### config.mk
export PLATFORM = sky130hd
export DESIGN_NAME = load_store_unit
export DESIGN_NICKNAME = d
export VERILOG_FILES = /design/src/rtl/lsu_pkg.sv /design/src/rtl/lsu_lane_align.sv /design/src/rtl/load_store_unit.sv
export SDC_FILE = /design/constraint.sdc
export NUM_CORES = 1
export LEC_CHECK = 0
export CAP_MARGIN = 15
export CORE_MARGIN = 2
export CORE_UTILIZATION = 45
export DETAILED_ROUTE_END_ITERATION = 7
export PLACE_DENSITY = 0.72
export SLEW_MARGIN = 20
export SYNTH_ARGS = -nofsm -noshare
export SYNTH_HDL_FRONTEND = slang
export SYNTH_HIERARCHICAL = 1
export SYNTH_SLANG_ARGS = --single-unit
### constraint.sdc
create_clock -name clk -period 2.95 [get_ports clk]
set_clock_uncertainty 0.1 [all_clocks]
set_input_delay 0.4425 -clock clk [delete_from_list [all_inputs] [get_ports clk]]
set_output_delay 0.4425 -clock clk [all_outputs]
set_load 0.005 [all_outputs]
### src/rtl/lsu_pkg.sv
// Shared definitions for the load/store unit: width codes, FSM states and
// the byte-enable pattern helper.
package lsu_pkg;

   localparam logic [2:0] F3_B  = 3'b000;
   localparam logic [2:0] F3_H  = 3'b001;
   localparam logic [2:0] F3_W  = 3'b010;
   localparam logic [2:0] F3_BU = 3'b100;
   localparam logic [2:0] F3_HU = 3'b101;

   typedef enum logic [1:0] {
      IDLE  = 2'd0,
      BEAT0 = 2'd1,
      BEAT1 = 2'd2,
      RESP  = 2'd3
   } lsu_state_t;

   // Unshifted byte-enable pattern for an access width; unsigned variants
   // share the pattern of their signed counterparts.
   function automatic logic [3:0] width_pattern(input logic [2:0] f3);
      logic [3:0] pat;
      case (f3[1:0])
         2'b00:   pat = 4'b0001;
         2'b01:   pat = 4'b0011;
         2'b10:   pat = 4'b1111;
         default: pat = 4'b0000;
      endcase
      return pat;
   endfunction

   // Width codes the unit refuses: reserved encodings, and unsigned widths on stores.
   function automatic logic f3_illegal(input logic [2:0] f3, input logic is_store);
      logic bad;
      case (f3)
         F3_B, F3_H, F3_W: bad = 1'b0;
         F3_BU, F3_HU:     bad = is_store;
         default:          bad = 1'b1;
      endcase
      return bad;
   endfunction

endpackage

### src/rtl/lsu_lane_align.sv
// Combinational lane steering: store byte-enables/data placement across a
// two-word window, split detection, and load extract/extend from {hi,lo}.
module lsu_lane_align
   import lsu_pkg::*;
(
   input  logic [1:0]  off_i,
   input  logic [2:0]  funct3_i,
   input  logic [31:0] wdata_i,
   input  logic [31:0] lo_i,
   input  logic [31:0] hi_i,
   output logic [7:0]  m8_o,
   output logic [63:0] d64_o,
   output logic        split_o,
   output logic [31:0] rdata_o
);

   logic [63:0] window;
   logic [31:0] raw;

   // Place store lanes, detect word-crossing accesses and extend load data.
   always_comb begin
      m8_o    = {4'b0000, width_pattern(funct3_i)} << off_i;
      d64_o   = {32'b0, wdata_i} << {off_i, 3'b000};
      split_o = ((funct3_i[1:0] == 2'b01) && (off_i == 2'd3)) ||
                ((funct3_i[1:0] == 2'b10) && (off_i != 2'd0));
      window  = {hi_i, lo_i} >> {off_i, 3'b000};
      raw     = window[31:0];
      case (funct3_i)
         F3_B:    rdata_o = {{24{raw[7]}}, raw[7:0]};
         F3_H:    rdata_o = {{16{raw[15]}}, raw[15:0]};
         F3_W:    rdata_o = raw;
         F3_BU:   rdata_o = {24'b0, raw[7:0]};
         F3_HU:   rdata_o = {16'b0, raw[15:0]};
         default: rdata_o = 32'b0;
      endcase
   end

endmodule

### src/rtl/load_store_unit.sv
// Load/store unit: accepts one request at a time, drives one or two word
// beats to the data memory and returns a single-cycle response.
//
// state | meaning
// IDLE  | ready for a request; captures it on req_valid
// BEAT0 | first (or only) word access at the aligned base address
// BEAT1 | second word access for accesses crossing a word boundary
// RESP  | one-cycle response pulse with extended load data / error flag
module load_store_unit
   import lsu_pkg::*;
#(
   parameter int ADDR_W = 32
) (
   input  logic              clk,
   input  logic              rst,
   input  logic              req_valid,
   output logic              req_ready,
   input  logic              req_wr,
   input  logic [2:0]        req_funct3,
   input  logic [ADDR_W-1:0] req_addr,
   input  logic [31:0]       req_wdata,
   output logic              resp_valid,
   output logic [31:0]       resp_rdata,
   output logic              resp_err,
   output logic              dmem_sel,
   output logic              wr,
   output logic [3:0]        mask,
   output logic [ADDR_W-1:0] addr,
   output logic [31:0]       dmem_data_wr,
   input  logic [31:0]       dmem_data_rd
);

   lsu_state_t        state_q, state_d;
   logic [ADDR_W-1:0] addr_q, addr_d;
   logic [ADDR_W-1:0] last_addr_q, last_addr_d;
   logic [31:0]       wdata_q, wdata_d;
   logic              wr_q, wr_d;
   logic [2:0]        f3_q, f3_d;
   logic              err_q, err_d;
   logic [31:0]       lo_q, lo_d;
   logic [31:0]       hi_q, hi_d;

   logic [7:0]        m8;
   logic [63:0]       d64;
   logic              split;
   logic [31:0]       ext_rdata;
   logic [ADDR_W-3:0] word0, word1;

   assign word0 = addr_q[ADDR_W-1:2];
   assign word1 = word0 + {{(ADDR_W-3){1'b0}}, 1'b1};

   lsu_lane_align u_align (
      .off_i    (addr_q[1:0]),
      .funct3_i (f3_q),
      .wdata_i  (wdata_q),
      .lo_i     (lo_q),
      .hi_i     (hi_q),
      .m8_o     (m8),
      .d64_o    (d64),
      .split_o  (split),
      .rdata_o  (ext_rdata)
   );

   // State and request registers with synchronous active-low reset.
   always_ff @(posedge clk) begin
      if (!rst) begin
         state_q     <= IDLE;
         addr_q      <= '0;
         last_addr_q <= '0;
         wdata_q     <= '0;
         wr_q        <= 1'b0;
         f3_q        <= 3'b000;
         err_q       <= 1'b0;
         lo_q        <= '0;
         hi_q        <= '0;
      end else begin
         state_q     <= state_d;
         addr_q      <= addr_d;
         last_addr_q <= last_addr_d;
         wdata_q     <= wdata_d;
         wr_q        <= wr_d;
         f3_q        <= f3_d;
         err_q       <= err_d;
         lo_q        <= lo_d;
         hi_q        <= hi_d;
      end
   end

   // Next-state and memory/response outputs; addr holds the last beat address.
   always_comb begin
      state_d      = state_q;
      addr_d       = addr_q;
      last_addr_d  = last_addr_q;
      wdata_d      = wdata_q;
      wr_d         = wr_q;
      f3_d         = f3_q;
      err_d        = err_q;
      lo_d         = lo_q;
      hi_d         = hi_q;
      dmem_sel     = 1'b0;
      wr           = 1'b0;
      mask         = 4'b0000;
      addr         = last_addr_q;
      dmem_data_wr = 32'b0;
      resp_valid   = 1'b0;
      resp_err     = 1'b0;
      resp_rdata   = 32'b0;

      case (state_q)
         IDLE: begin
            if (req_valid) begin
               addr_d  = req_addr;
               wdata_d = req_wdata;
               wr_d    = req_wr;
               f3_d    = req_funct3;
               lo_d    = '0;
               hi_d    = '0;
               err_d   = f3_illegal(req_funct3, req_wr);
               state_d = f3_illegal(req_funct3, req_wr) ? RESP : BEAT0;
            end
         end
         BEAT0: begin
            dmem_sel     = 1'b1;
            wr           = wr_q;
            addr         = {word0, 2'b00};
            mask         = wr_q ? m8[3:0] : 4'b0000;
            dmem_data_wr = d64[31:0];
            last_addr_d  = {word0, 2'b00};
            if (!wr_q) lo_d = dmem_data_rd;
            state_d      = split ? BEAT1 : RESP;
         end
         BEAT1: begin
            dmem_sel     = 1'b1;
            wr           = wr_q;
            addr         = {word1, 2'b00};
            mask         = wr_q ? m8[7:4] : 4'b0000;
            dmem_data_wr = d64[63:32];
            last_addr_d  = {word1, 2'b00};
            if (!wr_q) hi_d = dmem_data_rd;
            state_d      = RESP;
         end
         RESP: begin
            resp_valid = 1'b1;
            resp_err   = err_q;
            resp_rdata = (!wr_q && !err_q) ? ext_rdata : 32'b0;
            state_d    = IDLE;
         end
         default: state_d = IDLE;
      endcase
   end

   assign req_ready = rst && (state_q == IDLE);

endmodule

==> flow_summary.json <==
{
  "clk_pin_slew_ns": 0.08,
  "relSlewSlack": 0.651,
  "hold_class": "flop to flop",
  "cts_buffers": 17,
  "grt_pass1_vias": 9678,
  "power_mw": 11.2,
  "p_leak_nw": 6.06,
  "netlist_area_sq_um": 9880,
  "hpwlAfterDp_microns": 20900,
  "status": "complete, but fails checks",
  "viasPerCell": 5.91,
  "crit_path_end_kind": "primary output",
  "maxSlewViolCount": 0,
  "num_rows": 54,
  "drt_wl_total_microns": 34700,
  "drt-wirelength-per-cell_microns": 18.9,
  "violations": "setup timing",
  "final_common_cell": "nand2_1",
  "placed_area_sq_um": 12300,
  "num_vias": 10800,
  "cp.required_ns": 2.41,
  "final_cell_area_sq_um": 14400,
  "die_h_microns": 152,
  "pwr_density_cell_nw_per_um2": 778,
  "worst_ir_drop_vdd_uv": 608,
  "initial_core_util": 0.456,
  "drtPass1Iterations": 6,
  "path_max_fanout": 10,
  "grtUsageTotal": 0.266,
  "grt_max_degree": 74,
  "insertion_delay_ns": 0.43,
  "whs_ns": 0.352,
  "dp_worst_setup_slack_ns": 0.0854,
  "drc": 0,
  "dieArea_sq_um": 23200,
  "max_cap_violations": 0,
  "ff2ff_path_depth": 9,
  "period_share": 1.01,
  "grt_pass1_wl_microns": 50700,
  "clkSinkCount": 159,
  "cts_max_level": 4,
  "reg2reg_slack_ns": 0.55,
  "whs_path_depth": 2,
  "io_buffers": 207,
  "syn_avg_cell_area_sq_um": 7.66,
  "layout.nets": 1650,
  "worstPathArrival_ns": 2.43,
  "die_w_microns": 152,
  "final_util": 0.664,
  "cts_tree": "yes",
  "setup_violations": 1,
  "critPathKind": "flop to primary output",
  "layout-drive-gt1-share": 0.210,
  "period_needed_ns": 2.97,
  "tightest_slew_ns": 0.523,
  "final_antenna_net_count": 0,
  "first_iter_violations": 923,
  "syn_to_final_growth_pct": 45.8,
  "finalHoldViolations": 0,
  "fillers": 1755,
  "start_kind": "flop",
  "gp_congestion": 0.872,
  "holdBufCountCts": 0,
  "antenna_found_initial": 2,
  "final_cell_mix": "nand2_1, clkdlybuf4s50_1, a21oi_1",
  "core_area_sq_um": 21700,
  "final.setup.worst_slack_ns": -0.0223,
  "pin_count": 208,
  "yosysWarnings": 6,
  "cts_max_path_buffers": 2,
  "timing.fmax_mhz": 336,
  "rsz0062_at_grt": "true",
  "cts_root_buf": "clkbuf_16",
  "synthCells": 1290,
  "grt_overflow": 0
}
final timing paths:
path	from	end
setup reg to reg	state_q[1]$_SDFFE_PN0P_	lo_q[24]$_SDFFE_PN0P_
hold / removal	hi_q[20]$_SDFFE_PN0P_	hi_q[20]$_SDFFE_PN0P_
hold reg to reg	hi_q[20]$_SDFFE_PN0P_	hi_q[20]$_SDFFE_PN0P_
setup / recovery	state_q[0]$_SDFFE_PN0P_	addr[18]
layout make-up:
class / instances / area (sq um) / share of cell area
Inverter: 16 / 66.3 / 0.00460
Clock buffer: 17 / 425 / 0.0295
Tap cell: 280 / 350 / 0.0243
Sequential cell: 159 / 3260 / 0.226
Timing Repair Buffer: 347 / 3610 / 0.250
Multi-Input combinational cell: 995 / 6520 / 0.453
Clock inverter: 15 / 175 / 0.0122
Antenna cell: 1 / 2.50 / 0.000174
registers in the layout, summed over array words and instances, names as in the netlist:
signal	cells
state_q	2
lo_q	32
hi_q	24
err_q	1
wdata_q	32
addr_q	32
wr_q	1
f3_q	3
last_addr_q	32
report_power, final:
group | switching (mW) | internal, mW | leakage, nW
clock network | 1.02 | 1.28 | 0.285
logic | 3.34 | 2.65 | 4.46
registers | 0.391 | 2.54 | 1.31
total | 4.75 | 6.47 | 6.06
critical path: stages (launching register included):
cell	delay [ns]
dfxtp_2	0.34
inv_2	0.05
buf_6	0.12
ha_4	0.19
buf_4	0.16
clkbuf_16	0.16
nor2b_1	0.12
a311o_1	0.39
clkdlybuf4s50_1	0.47
routing by layer:
metal	global-route usage	share of wire	wire (microns)
met4	0.0761	0.023	798
met1	0.356	0.41	14200
met5	0	0	0
met3	0.0666	0.10	3560
met2	0.429	0.46	16100
what timing repair did:
action	in CTS	in global routing
pin swaps	12	23
buffers inserted	23	51
resized for setup	107	127
gates cloned	3	7
endpoints found under the setup margin	90	88
per-stage QoR:
step                      TNS (ns)  cells
after global placement           0   1713
final                      -0.0223   1830
after detailed placement         0   1713
after global routing        -0.548   1829
after CTS                   -0.634   1771
after floorplan                  0   1298
Note: power is estimated with default switching activity, not from simulation.
